<file path="config.mk">
export PLATFORM = sky130hd
export DESIGN_NAME = fp_mul_wb_flat
export DESIGN_NICKNAME = d
export VERILOG_FILES = /design/src/rtl/fpu_pkg.sv /design/src/rtl/fp_mul_wb_if.sv /design/src/rtl/fp_wb_fifo2.sv /design/src/rtl/fp_mul_wb.sv /design/src/flat_wrapper.sv
export SDC_FILE = /design/constraint.sdc
export NUM_CORES = 1
export LEC_CHECK = 0
export BUFFER_PORTS_ARGS = -buffer_cell sky130_fd_sc_hd__buf_2
export CORE_MARGIN = 10
export CORE_UTILIZATION = 45
export DETAILED_ROUTE_END_ITERATION = 6
export MAX_ROUTING_LAYER = met4
export PLACE_DENSITY = 0.77
export SLEW_MARGIN = 20
export SYNTH_ARGS = -nofsm -noshare
export SYNTH_HDL_FRONTEND = slang
export SYNTH_SLANG_ARGS = --single-unit
</file>
<file path="constraint.sdc">
create_clock -name clk -period 2.3 [get_ports clk]
set_clock_uncertainty 0.1 [all_clocks]
set_input_delay 0.46 -clock clk [delete_from_list [all_inputs] [get_ports clk]]
set_output_delay 0.46 -clock clk [all_outputs]
set_load 0.03 [all_outputs]
</file>
<file path="src/rtl/fpu_pkg.sv">
`default_nettype none
// ============================================================================
//  fpu_pkg : types and constants shared by the FP multiplier writeback slice
//  Rev 1.0
// ============================================================================
package fpu_pkg;

    localparam int FPU_TAG_W = 5;

    typedef enum logic [2:0] {
        RNE = 3'b000,
        RTZ = 3'b001,
        RDN = 3'b010,
        RUP = 3'b011,
        RMM = 3'b100,
        DYN = 3'b111
    } rm_e;

    // fflags layout {NV,DZ,OF,UF,NX}
    localparam int FF_NV = 4;
    localparam int FF_DZ = 3;
    localparam int FF_OF = 2;
    localparam int FF_UF = 1;
    localparam int FF_NX = 0;

    typedef enum logic [1:0] {
        CSR_WRITE = 2'b00,
        CSR_SET   = 2'b01,
        CSR_CLEAR = 2'b10
    } csr_op_e;

    typedef struct packed {
        logic [31:0]          data;
        logic [FPU_TAG_W-1:0] tag;
        logic [4:0]           flags;
    } wb_entry_t;

endpackage
`default_nettype wire

</file>
<file path="src/rtl/fp_mul_wb_if.sv">
`default_nettype none
// ============================================================================
//  fp_mul_wb_if : multiplier-result and register-file-write handshake bundle
//  Rev 1.0
// ============================================================================
interface fp_mul_wb_if #(
    parameter int TAG_W = 5
);
    logic             in_valid;
    logic             in_ready;
    logic [31:0]      in_fp_z;
    logic [TAG_W-1:0] in_tag;
    logic             in_ovrf;
    logic             in_udrf;
    logic             in_nan;
    logic             in_inf;
    logic             in_zer;

    logic             out_valid;
    logic             out_ready;
    logic [31:0]      out_data;
    logic [TAG_W-1:0] out_tag;

    modport slave (
        input  in_valid, in_fp_z, in_tag, in_ovrf, in_udrf, in_nan, in_inf, in_zer,
        output in_ready,
        output out_valid, out_data, out_tag,
        input  out_ready
    );

    modport master (
        output in_valid, in_fp_z, in_tag, in_ovrf, in_udrf, in_nan, in_inf, in_zer,
        input  in_ready,
        input  out_valid, out_data, out_tag,
        output out_ready
    );
endinterface
`default_nettype wire

</file>
<file path="src/rtl/fp_wb_fifo2.sv">
`default_nettype none
// ============================================================================
//  fp_wb_fifo2 : 2-entry valid/ready FIFO of writeback entries, registered head
//  Rev 1.0
// ============================================================================
module fp_wb_fifo2
    import fpu_pkg::*;
(
    input  wire logic      clk,
    input  wire logic      rst_n,
    input  wire logic      push_i,
    input  wire wb_entry_t entry_i,
    output logic           ready_o,
    output logic           valid_o,
    input  wire logic      pop_i,
    output wb_entry_t      head_o
);
    localparam logic [1:0] CNT_EMPTY = 2'd0;
    localparam logic [1:0] CNT_FULL  = 2'd2;

    wb_entry_t  mem_q [2];
    logic       wr_ptr_q;
    logic       rd_ptr_q;
    logic [1:0] count_q;
    logic [1:0] count_d;
    logic       w_push;
    logic       w_pop;

    // ready depends only on occupancy, never on the downstream ready
    assign ready_o = (count_q != CNT_FULL);
    assign valid_o = (count_q != CNT_EMPTY);
    assign head_o  = mem_q[rd_ptr_q];
    assign w_push  = push_i && ready_o;
    assign w_pop   = pop_i && valid_o;

    always_comb begin
        count_d = count_q;
        case ({w_push, w_pop})
            2'b10:   count_d = count_q + 2'd1;
            2'b01:   count_d = count_q - 2'd1;
            default: count_d = count_q;
        endcase
    end

    always_ff @(posedge clk or negedge rst_n) begin
        if (!rst_n) begin
            for (int i = 0; i < 2; i++) mem_q[i] <= '0;
            wr_ptr_q <= 1'b0;
            rd_ptr_q <= 1'b0;
            count_q  <= CNT_EMPTY;
        end else begin
            if (w_push) begin
                mem_q[wr_ptr_q] <= entry_i;
                wr_ptr_q        <= ~wr_ptr_q;
            end
            if (w_pop) rd_ptr_q <= ~rd_ptr_q;
            count_q <= count_d;
        end
    end
endmodule
`default_nettype wire

</file>
<file path="src/rtl/fp_mul_wb.sv">
`default_nettype none
// ============================================================================
//  fp_mul_wb : FP multiplier writeback stage with sticky fflags and frm CSRs
//  Rev 1.0
// ============================================================================
module fp_mul_wb
    import fpu_pkg::*;
#(
    parameter int TAG_W = 5,
    parameter int DEPTH = 2
) (
    input  wire logic       clk,
    input  wire logic       rst_n,
    fp_mul_wb_if.slave      bus,
    input  wire logic [2:0] instr_rm,
    output logic      [2:0] r_mode,
    output logic            rm_illegal,
    input  wire logic       csr_we,
    input  wire logic [1:0] csr_op,
    input  wire logic       csr_sel,
    input  wire logic [4:0] csr_wdata,
    output logic      [4:0] fflags,
    output logic      [2:0] frm
);
    if (DEPTH != 2) begin : g_bad_depth
        $error("fp_mul_wb: DEPTH must be 2");
    end
    if (TAG_W != FPU_TAG_W) begin : g_bad_tag
        $error("fp_mul_wb: TAG_W must match fpu_pkg::FPU_TAG_W");
    end

    wb_entry_t  w_in_entry;
    wb_entry_t  w_head;
    logic       w_out_valid;
    logic       w_pop;
    logic [4:0] w_in_flags;
    logic [2:0] w_eff;
    csr_op_e    w_op;
    logic [4:0] fflags_q, fflags_d;
    logic [2:0] frm_q, frm_d;
    logic       unused_exc;

    // inf/zer carry no fflags information for a multiply
    assign unused_exc = &{1'b0, bus.in_inf, bus.in_zer};

    always_comb begin
        w_in_flags        = '0;
        w_in_flags[FF_NV] = bus.in_nan;
        w_in_flags[FF_OF] = bus.in_ovrf;
        w_in_flags[FF_UF] = bus.in_udrf;
        w_in_flags[FF_NX] = bus.in_ovrf | bus.in_udrf;
    end

    assign w_in_entry.data  = bus.in_fp_z;
    assign w_in_entry.tag   = bus.in_tag;
    assign w_in_entry.flags = w_in_flags;

    fp_wb_fifo2 u_fifo (
        .clk     (clk),
        .rst_n   (rst_n),
        .push_i  (bus.in_valid),
        .entry_i (w_in_entry),
        .ready_o (bus.in_ready),
        .valid_o (w_out_valid),
        .pop_i   (bus.out_ready),
        .head_o  (w_head)
    );

    assign bus.out_valid = w_out_valid;
    assign bus.out_data  = w_head.data;
    assign bus.out_tag   = w_head.tag;
    assign w_pop         = w_out_valid && bus.out_ready;
    assign w_op          = csr_op_e'(csr_op);

    // CSR op applies first, then the committing entry's flags are OR'd on top
    always_comb begin
        fflags_d = fflags_q;
        frm_d    = frm_q;
        if (csr_we) begin
            if (!csr_sel) begin
                case (w_op)
                    CSR_WRITE: fflags_d = csr_wdata;
                    CSR_SET:   fflags_d = fflags_q | csr_wdata;
                    CSR_CLEAR: fflags_d = fflags_q & ~csr_wdata;
                    default:   fflags_d = fflags_q;
                endcase
            end else begin
                case (w_op)
                    CSR_WRITE: frm_d = csr_wdata[2:0];
                    CSR_SET:   frm_d = frm_q | csr_wdata[2:0];
                    CSR_CLEAR: frm_d = frm_q & ~csr_wdata[2:0];
                    default:   frm_d = frm_q;
                endcase
            end
        end
        if (w_pop) fflags_d = fflags_d | w_head.flags;
    end

    always_ff @(posedge clk or negedge rst_n) begin
        if (!rst_n) begin
            fflags_q <= '0;
            frm_q    <= RNE;
        end else begin
            fflags_q <= fflags_d;
            frm_q    <= frm_d;
        end
    end

    assign fflags     = fflags_q;
    assign frm        = frm_q;
    assign w_eff      = (instr_rm == DYN) ? frm_q : instr_rm;
    assign rm_illegal = (w_eff > RMM);
    assign r_mode     = rm_illegal ? RNE : w_eff;
endmodule
`default_nettype wire

</file>
<file path="src/flat_wrapper.sv">
// flat-port wrapper written by rule: the top's interface ports become plain ports
module fp_mul_wb_flat import fpu_pkg::*;
#(
    parameter int TAG_W = 5,
    parameter int DEPTH = 2
)
  (clk, rst_n, instr_rm, r_mode, rm_illegal, csr_we, csr_op, csr_sel, csr_wdata, fflags, frm, bus_in_valid, bus_in_fp_z, bus_in_tag, bus_in_ovrf, bus_in_udrf, bus_in_nan, bus_in_inf, bus_in_zer, bus_in_ready, bus_out_valid, bus_out_data, bus_out_tag, bus_out_ready);
  fp_mul_wb_if #(.TAG_W(TAG_W)) bus_i ();
  input  wire logic clk;
  input  wire logic rst_n;
  input  wire logic [2:0] instr_rm;
  output logic      [2:0] r_mode;
  output logic rm_illegal;
  input  wire logic csr_we;
  input  wire logic [1:0] csr_op;
  input  wire logic csr_sel;
  input  wire logic [4:0] csr_wdata;
  output logic      [4:0] fflags;
  output logic      [2:0] frm;
  input wire logic [$bits(bus_i.in_valid)-1:0] bus_in_valid;
  input wire logic [$bits(bus_i.in_fp_z)-1:0] bus_in_fp_z;
  input wire logic [$bits(bus_i.in_tag)-1:0] bus_in_tag;
  input wire logic [$bits(bus_i.in_ovrf)-1:0] bus_in_ovrf;
  input wire logic [$bits(bus_i.in_udrf)-1:0] bus_in_udrf;
  input wire logic [$bits(bus_i.in_nan)-1:0] bus_in_nan;
  input wire logic [$bits(bus_i.in_inf)-1:0] bus_in_inf;
  input wire logic [$bits(bus_i.in_zer)-1:0] bus_in_zer;
  output wire logic [$bits(bus_i.in_ready)-1:0] bus_in_ready;
  output wire logic [$bits(bus_i.out_valid)-1:0] bus_out_valid;
  output wire logic [$bits(bus_i.out_data)-1:0] bus_out_data;
  output wire logic [$bits(bus_i.out_tag)-1:0] bus_out_tag;
  input wire logic [$bits(bus_i.out_ready)-1:0] bus_out_ready;
  assign bus_i.in_valid = bus_in_valid;
  assign bus_i.in_fp_z = bus_in_fp_z;
  assign bus_i.in_tag = bus_in_tag;
  assign bus_i.in_ovrf = bus_in_ovrf;
  assign bus_i.in_udrf = bus_in_udrf;
  assign bus_i.in_nan = bus_in_nan;
  assign bus_i.in_inf = bus_in_inf;
  assign bus_i.in_zer = bus_in_zer;
  assign bus_in_ready = bus_i.in_ready;
  assign bus_out_valid = bus_i.out_valid;
  assign bus_out_data = bus_i.out_data;
  assign bus_out_tag = bus_i.out_tag;
  assign bus_i.out_ready = bus_out_ready;
  fp_mul_wb #(.TAG_W(TAG_W), .DEPTH(DEPTH)) u_core (.clk(clk), .rst_n(rst_n), .bus(bus_i), .instr_rm(instr_rm), .r_mode(r_mode), .rm_illegal(rm_illegal), .csr_we(csr_we), .csr_op(csr_op), .csr_sel(csr_sel), .csr_wdata(csr_wdata), .fflags(fflags), .frm(frm));
endmodule
</file>
# --- After elaboration in Yosys (flattened, before gate mapping) ---
# Cells that the tools add are included.
word_totals:
  regBits: 96
  inputBits: 58
classes:
  add_sub_neg: 2
  magnitude_cmp: 4
  eq_ne: 6
  mux: 14
  bitwise_logic: 12
  reduce_logical: 8
ops:
  columns: ["cell", "count"]
  rows:
  - ["$mux W42", 4]
  - ["$bwmux W84", 1]
  - ["$demux W42 S1", 1]
  - ["$mux W5", 3]
  - ["$pmux W5 S3", 1]
  - ["$or A5 B5 Y5", 2]
  - ["$pmux W3 S3", 1]
  - ["$mux W3", 2]
  - ["$and A5 B5 Y5", 1]
  - ["$not A5 Y5", 1]
  - ["$eq A2 B1 Y1 const B", 2]
  - ["$eq A2 B2 Y1 const B", 2]
  - ["$ge A2 B2 Y1 const B", 2]
  - ["$not A1 Y2", 2]
  - ["$pmux W2 S2", 1]
  - ["$reduce_bool A2 Y1", 2]
  - ["$and A3 B3 Y3", 1]
  - ["$eq A3 B3 Y1 const B", 1]
  - ["$gt A3 B3 Y1 const B", 1]
  - ["$logic_and A1 B1 Y1", 3]
  - ["$not A3 Y3", 1]
  - ["$or A3 B3 Y3", 1]
  - ["$reduce_and A3 Y1", 1]
  - ["$reduce_bool A3 Y1", 1]
  - ["7 further kinds", 8]

# --- Depth between registers and ports, before layout ---
logic_depth:
  depth_word: 7
  ltp_mapped: 7
  depth_no_buf: 7

# --- Hierarchy ---
# Synthesis repeated with hierarchy kept, for this count alone.
hier_totals:
  hier_cells: 308
  area_unflattened_um2: 4825.9
modules_own_cells:
  columns: ["mod", "n_inst", "cells_per_inst", "area_each_um2"]
  rows:
  - ["fp_wb_fifo2", 1, 242, 4237.8]
  - ["fp_mul_wb", 1, 66, 588.1]

# --- Worst setup path before layout ---
# Ideal clock, no wire load.
synth_timing:
  kind: "register to output"
  start: "register u_core.frm_q[0] (netlist: u_core.frm[0])"
  end: "output r_mode[2]"
  arrival_ps: 1470
  path_slack_ps: 270
  stages_incl_launch_ff: 4
  path_buffers: 0
  path_cell_list: "dfrtp_1 > nor2_1 > nand4_1 > a21boi_0"
synth_between:
  elab_chain_len: 3
synth_rtl:
  columns: ["element", "line", "rtl"]
  rows:
  - ["from (decl)", "fp_mul_wb.sv:40", "logic [2:0] frm_q, frm_d;"]
  - ["from (signal assigned)", "fp_mul_wb.sv:105", "frm_q <= frm_d;"]
  - ["$mux W3", "fp_mul_wb.sv:111", "assign w_eff = (instr_rm == DYN) ? frm_q : instr_rm;"]
  - ["$gt A3 B3 Y1", "fp_mul_wb.sv:112", "assign rm_illegal = (w_eff > RMM);"]
  - ["$mux W3", "fp_mul_wb.sv:113", "assign r_mode = rm_illegal ? RNE : w_eff;"]
  - ["to (decl)", "flat_wrapper.sv:12", "output logic [2:0] r_mode;"]
# No other way between the ends.

# --- Worst setup path after layout ---
layout_timing:
  start: "register u_core.u_fifo.rd_ptr_q"
  end: "output bus_out_data[6]"
layout_between:
  elab_chain_len: 4
layout_rtl:
  columns: ["element", "line", "rtl"]
  rows:
  - ["from (decl)", "fp_wb_fifo2.sv:23", "logic rd_ptr_q;"]
  - ["from (signal assigned)", "fp_wb_fifo2.sv:56", "if (w_pop) rd_ptr_q <= ~rd_ptr_q;"]
  - ["$not A1 Y2 (not written as such)", "fp_wb_fifo2.sv:32", "assign head_o = mem_q[rd_ptr_q];"]
  - ["$mux W42 (not written as such) (3 in series)", "fp_wb_fifo2.sv:32", null]
  - ["to (decl)", "flat_wrapper.sv:30", "output wire logic [$bits(bus_i.out_data)-1:0] bus_out_data;"]
# No other way between the ends. The select of a mux whose other input is x is not followed.

==> flow_summary.json <==
{
  "synthTopCellsByArea": "dfrtp_1 (52%), mux2_2 (19%), mux2_4 (13%)",
  "ys.flop_type": "dfrtp_1",
  "routedWlPerCell_um": 17.4,
  "synth_fp_nets": 364,
  "antenna-diode-count": 0,
  "ant_nets": 0,
  "p_comb_share_pct": 52.8,
  "synth.distinct_cells": 32,
  "cellInternalPower_w": 0.00516,
  "synth-async-reset-ratio_pct": 100,
  "status": "finished, final reports clean",
  "r2r_slack_ps": 440,
  "netSwitchingPower_w": 0.00341,
  "via_count": 2814,
  "p_leak_nw": 2.51,
  "multi_input_area_mm2": 0.00200,
  "fin_crit_ps": 2100,
  "start_kind": "register",
  "fillers": 838,
  "synth_fa_ha_area_share_pct": 1.40,
  "grt_max_degree": 53,
  "holdPathStages": 2,
  "grt_pass1_wl_mm": 15.8,
  "placed_area_mm2": 0.00518,
  "crit_path_cell_trace": "buf_4, mux2_2, buf_2",
  "max_freq_mhz": 477,
  "yosys-top-cells-count": "dfrtp_1 (94), mux2_2 (76), mux2_4 (40)",
  "drc_errors": 0,
  "synth-seq-cells": 94,
  "fp.dieW_um": 120,
  "post_cts_resized": 0,
  "synthSimpleGateAreaFrac_pct": 3.63,
  "hpwl_mm": 6.92,
  "routabilityCongestion": 0.796,
  "cts_tree": "done",
  "startpoint": "u_core.u_fifo.rd_ptr_q",
  "synth_compound_area_share_pct": 3.82,
  "crit_path_end": "bus_out_data[6]",
  "worstPathMaxFanout": 16,
  "report.final.slew_viol_count": 0,
  "synth_mux_area_share_pct": 34.8,
  "arrival_ps": 1540,
  "synth_most_common_cell": "dfrtp_1",
  "wl_mm": 9.58,
  "clk_path_buf_depth": 2,
  "grt_setup_unrepaired": "no",
  "rr_endpoint": "u_core.u_fifo.mem_q[0]",
  "yosys.area.top_type_share_pct": 52.5,
  "synth_xor_area_share_pct": 0.977,
  "fin_worst_hold_slack_ps": 235,
  "portBuffers": 106,
  "core_area_mm2": 0.00973,
  "tns_ps": 0,
  "vdd_ir_drop_max_v": 0.000784,
  "fin_ws_ps": 203,
  "cp-end-kind": "primary output",
  "fin_cells": 550,
  "hold_buffers": 1,
  "cts_num_sinks": 94,
  "regArea_mm2": 0.00235,
  "timing.rr.start": "u_core.u_fifo.count_q[0]",
  "layout-drive-gt1-share_pct": 60.7,
  "power_density_mw_per_mm2": 1590,
  "max_cap_violations": 0,
  "die_h_um": 120,
  "via_per_inst": 5.12,
  "ctsHtreeMaxLevel": 3,
  "fin_crit_sh_pct": 91.2,
  "critical_path_class": "reg -> out",
  "critPathMaxStageDelay_ps": 380,
  "dieArea_mm2": 0.0144,
  "p_clk_share_pct": 12.9,
  "switching_share_pct": 39.8,
  "cts_setup_buffers": 0,
  "cts_made_buffers": 9,
  "grtUsageTotal_pct": 13.8,
  "rows": 36,
  "grt_overflow": 0,
  "syn_inst": 301,
  "worst-endpoint-required_ps": 1740,
  "clk_transition_reported_paths_ps": 80,
  "yosys_warnings": 0,
  "setup_viol": 0,
  "hold_violations": 0,
  "drtIter0Drc": 142,
  "antenna_found_initial": 0,
  "first_pass_iters": 4,
  "yosysSeqAreaShare_pct": 52.5,
  "num_io_pins": 109,
  "worst_slew_pin_slew_ps": 625,
  "grt_pass1_vias": 3237,
  "synthesis.area_mm2": 0.00448,
  "yosysTopAreaCell": "dfrtp_1",
  "slew_headroom_pct": 58.3,
  "place_inst": 533,
  "initial_core_util_pct": 46.1,
  "design_area_mm2": 0.00539,
  "avgSynthCellArea_um2": 14.9,
  "min_path_type": "in -> reg",
  "clk_latency_ps": 350,
  "nNetsFinal": 475,
  "power.share.sequential_pct": 34.3,
  "ff2ff_path_depth": 4,
  "cts-root-buf": "clkbuf_8",
  "preCtsSetupSlack_ps": 231,
  "synth_edf_count": 0,
  "synth_top_family_by_area": "multiplexers",
  "area_growth_pct": 20.2,
  "crit_path_top_delay_cell": "dfrtp_2"
}
[worst min path at each step]
stage                    startpoint                       to  slack (ps)
floorplan                     rst_n                async pin          60
global placement              rst_n  u_core.u_fifo.mem_q[36]         240
detailed placement            rst_n  u_core.u_fifo.mem_q[78]         240
CTS                  bus_in_fp_z[1]  u_core.u_fifo.mem_q[11]         220
global route        bus_in_fp_z[19]  u_core.u_fifo.mem_q[71]         220
finish               bus_in_fp_z[1]  u_core.u_fifo.mem_q[11]         240
[metrics by stage]
step / util [%] / power [W]
CTS: 55.4 / 0.00868
floorplan: - / 0.00641
global placement: 53.2 / 0.00738
detailed placement: 53.2 / 0.00754
global route: 55.4 / 0.00910
finish: 55.4 / 0.00857
[layer usage]
layer,global-route usage (%),part of all wire [%]
met5,-,0
met4,5.43,1.4
met3,3.84,5.6
met2,22.4,49
met1,15.9,44
[flip-flops by register name, indices dropped and copies added, names as in the netlist, named ones only]
name,count
u_core.u_fifo.rd_ptr_q,1
u_core.u_fifo.mem_q,82
u_core.fflags,4
u_core.u_fifo.count_q,2
u_core.u_fifo.wr_ptr_q,1
u_core.frm,3
[worst max-delay path, delay by kind of cell, from the launching register on]
| kind | cells | cell delay [ps] |
|---|---|---|
| flops | 1 | 380 |
| mux | 1 | 370 |
| buf+inv | 2 | 430 |
[cells in the final DEF, fill, tap and decap left out, types with 2 or more instances in the layout]
cell type / n
a21oi_1: 11
nor2_1: 3
ha_1: 5
buf_12: 4
o22ai_1: 4
nand2_1: 5
clkbuf_8: 10
buf_2: 105
clkinvlp_4: 2
mux2_4: 40
mux2i_1: 7
xnor2_1: 4
mux2_1: 3
mux2_2: 76
dfrtp_1: 93
a21boi_0: 2
a211oi_1: 5
o21ai_0: 2
nor2b_1: 5
buf_4: 5
o21a_1: 3
or2_2: 3
inv_1: 3
[kinds of logic after synthesis]
kind of cell,count (synthesis)
DFF,94
adders and majority gates,5
buffers and inverters,18
and+or+nand+nor,25
xor gates and xnor gates,5
AOI/OAI and AO/OA,28
muxes,126
[final cells by class]
type / count / share of cell area [%]
Sequential cell: 94 / 43.7
Multi-Input combinational cell: 189 / 37.2
Timing Repair Buffer: 115 / 12.1
Tap cell: 133 / 3.09
Clock buffer: 11 / 2.62
Clock inverter: 5 / 1.09
Inverter: 3 / 0.209
[power groups by stage]
stage / combinational (W) / clock, W / sequential (W)
global route: 0.00483 / 0.00122 / 0.00305
CTS: 0.00460 / 0.00114 / 0.00294
global placement: 0.00450 / 0 / 0.00288
detailed placement: 0.00458 / 0 / 0.00296
finish: 0.00453 / 0.00110 / 0.00294
floorplan: 0.00351 / 0 / 0.00291
Note: power is estimated with default switching activity, not from simulation.
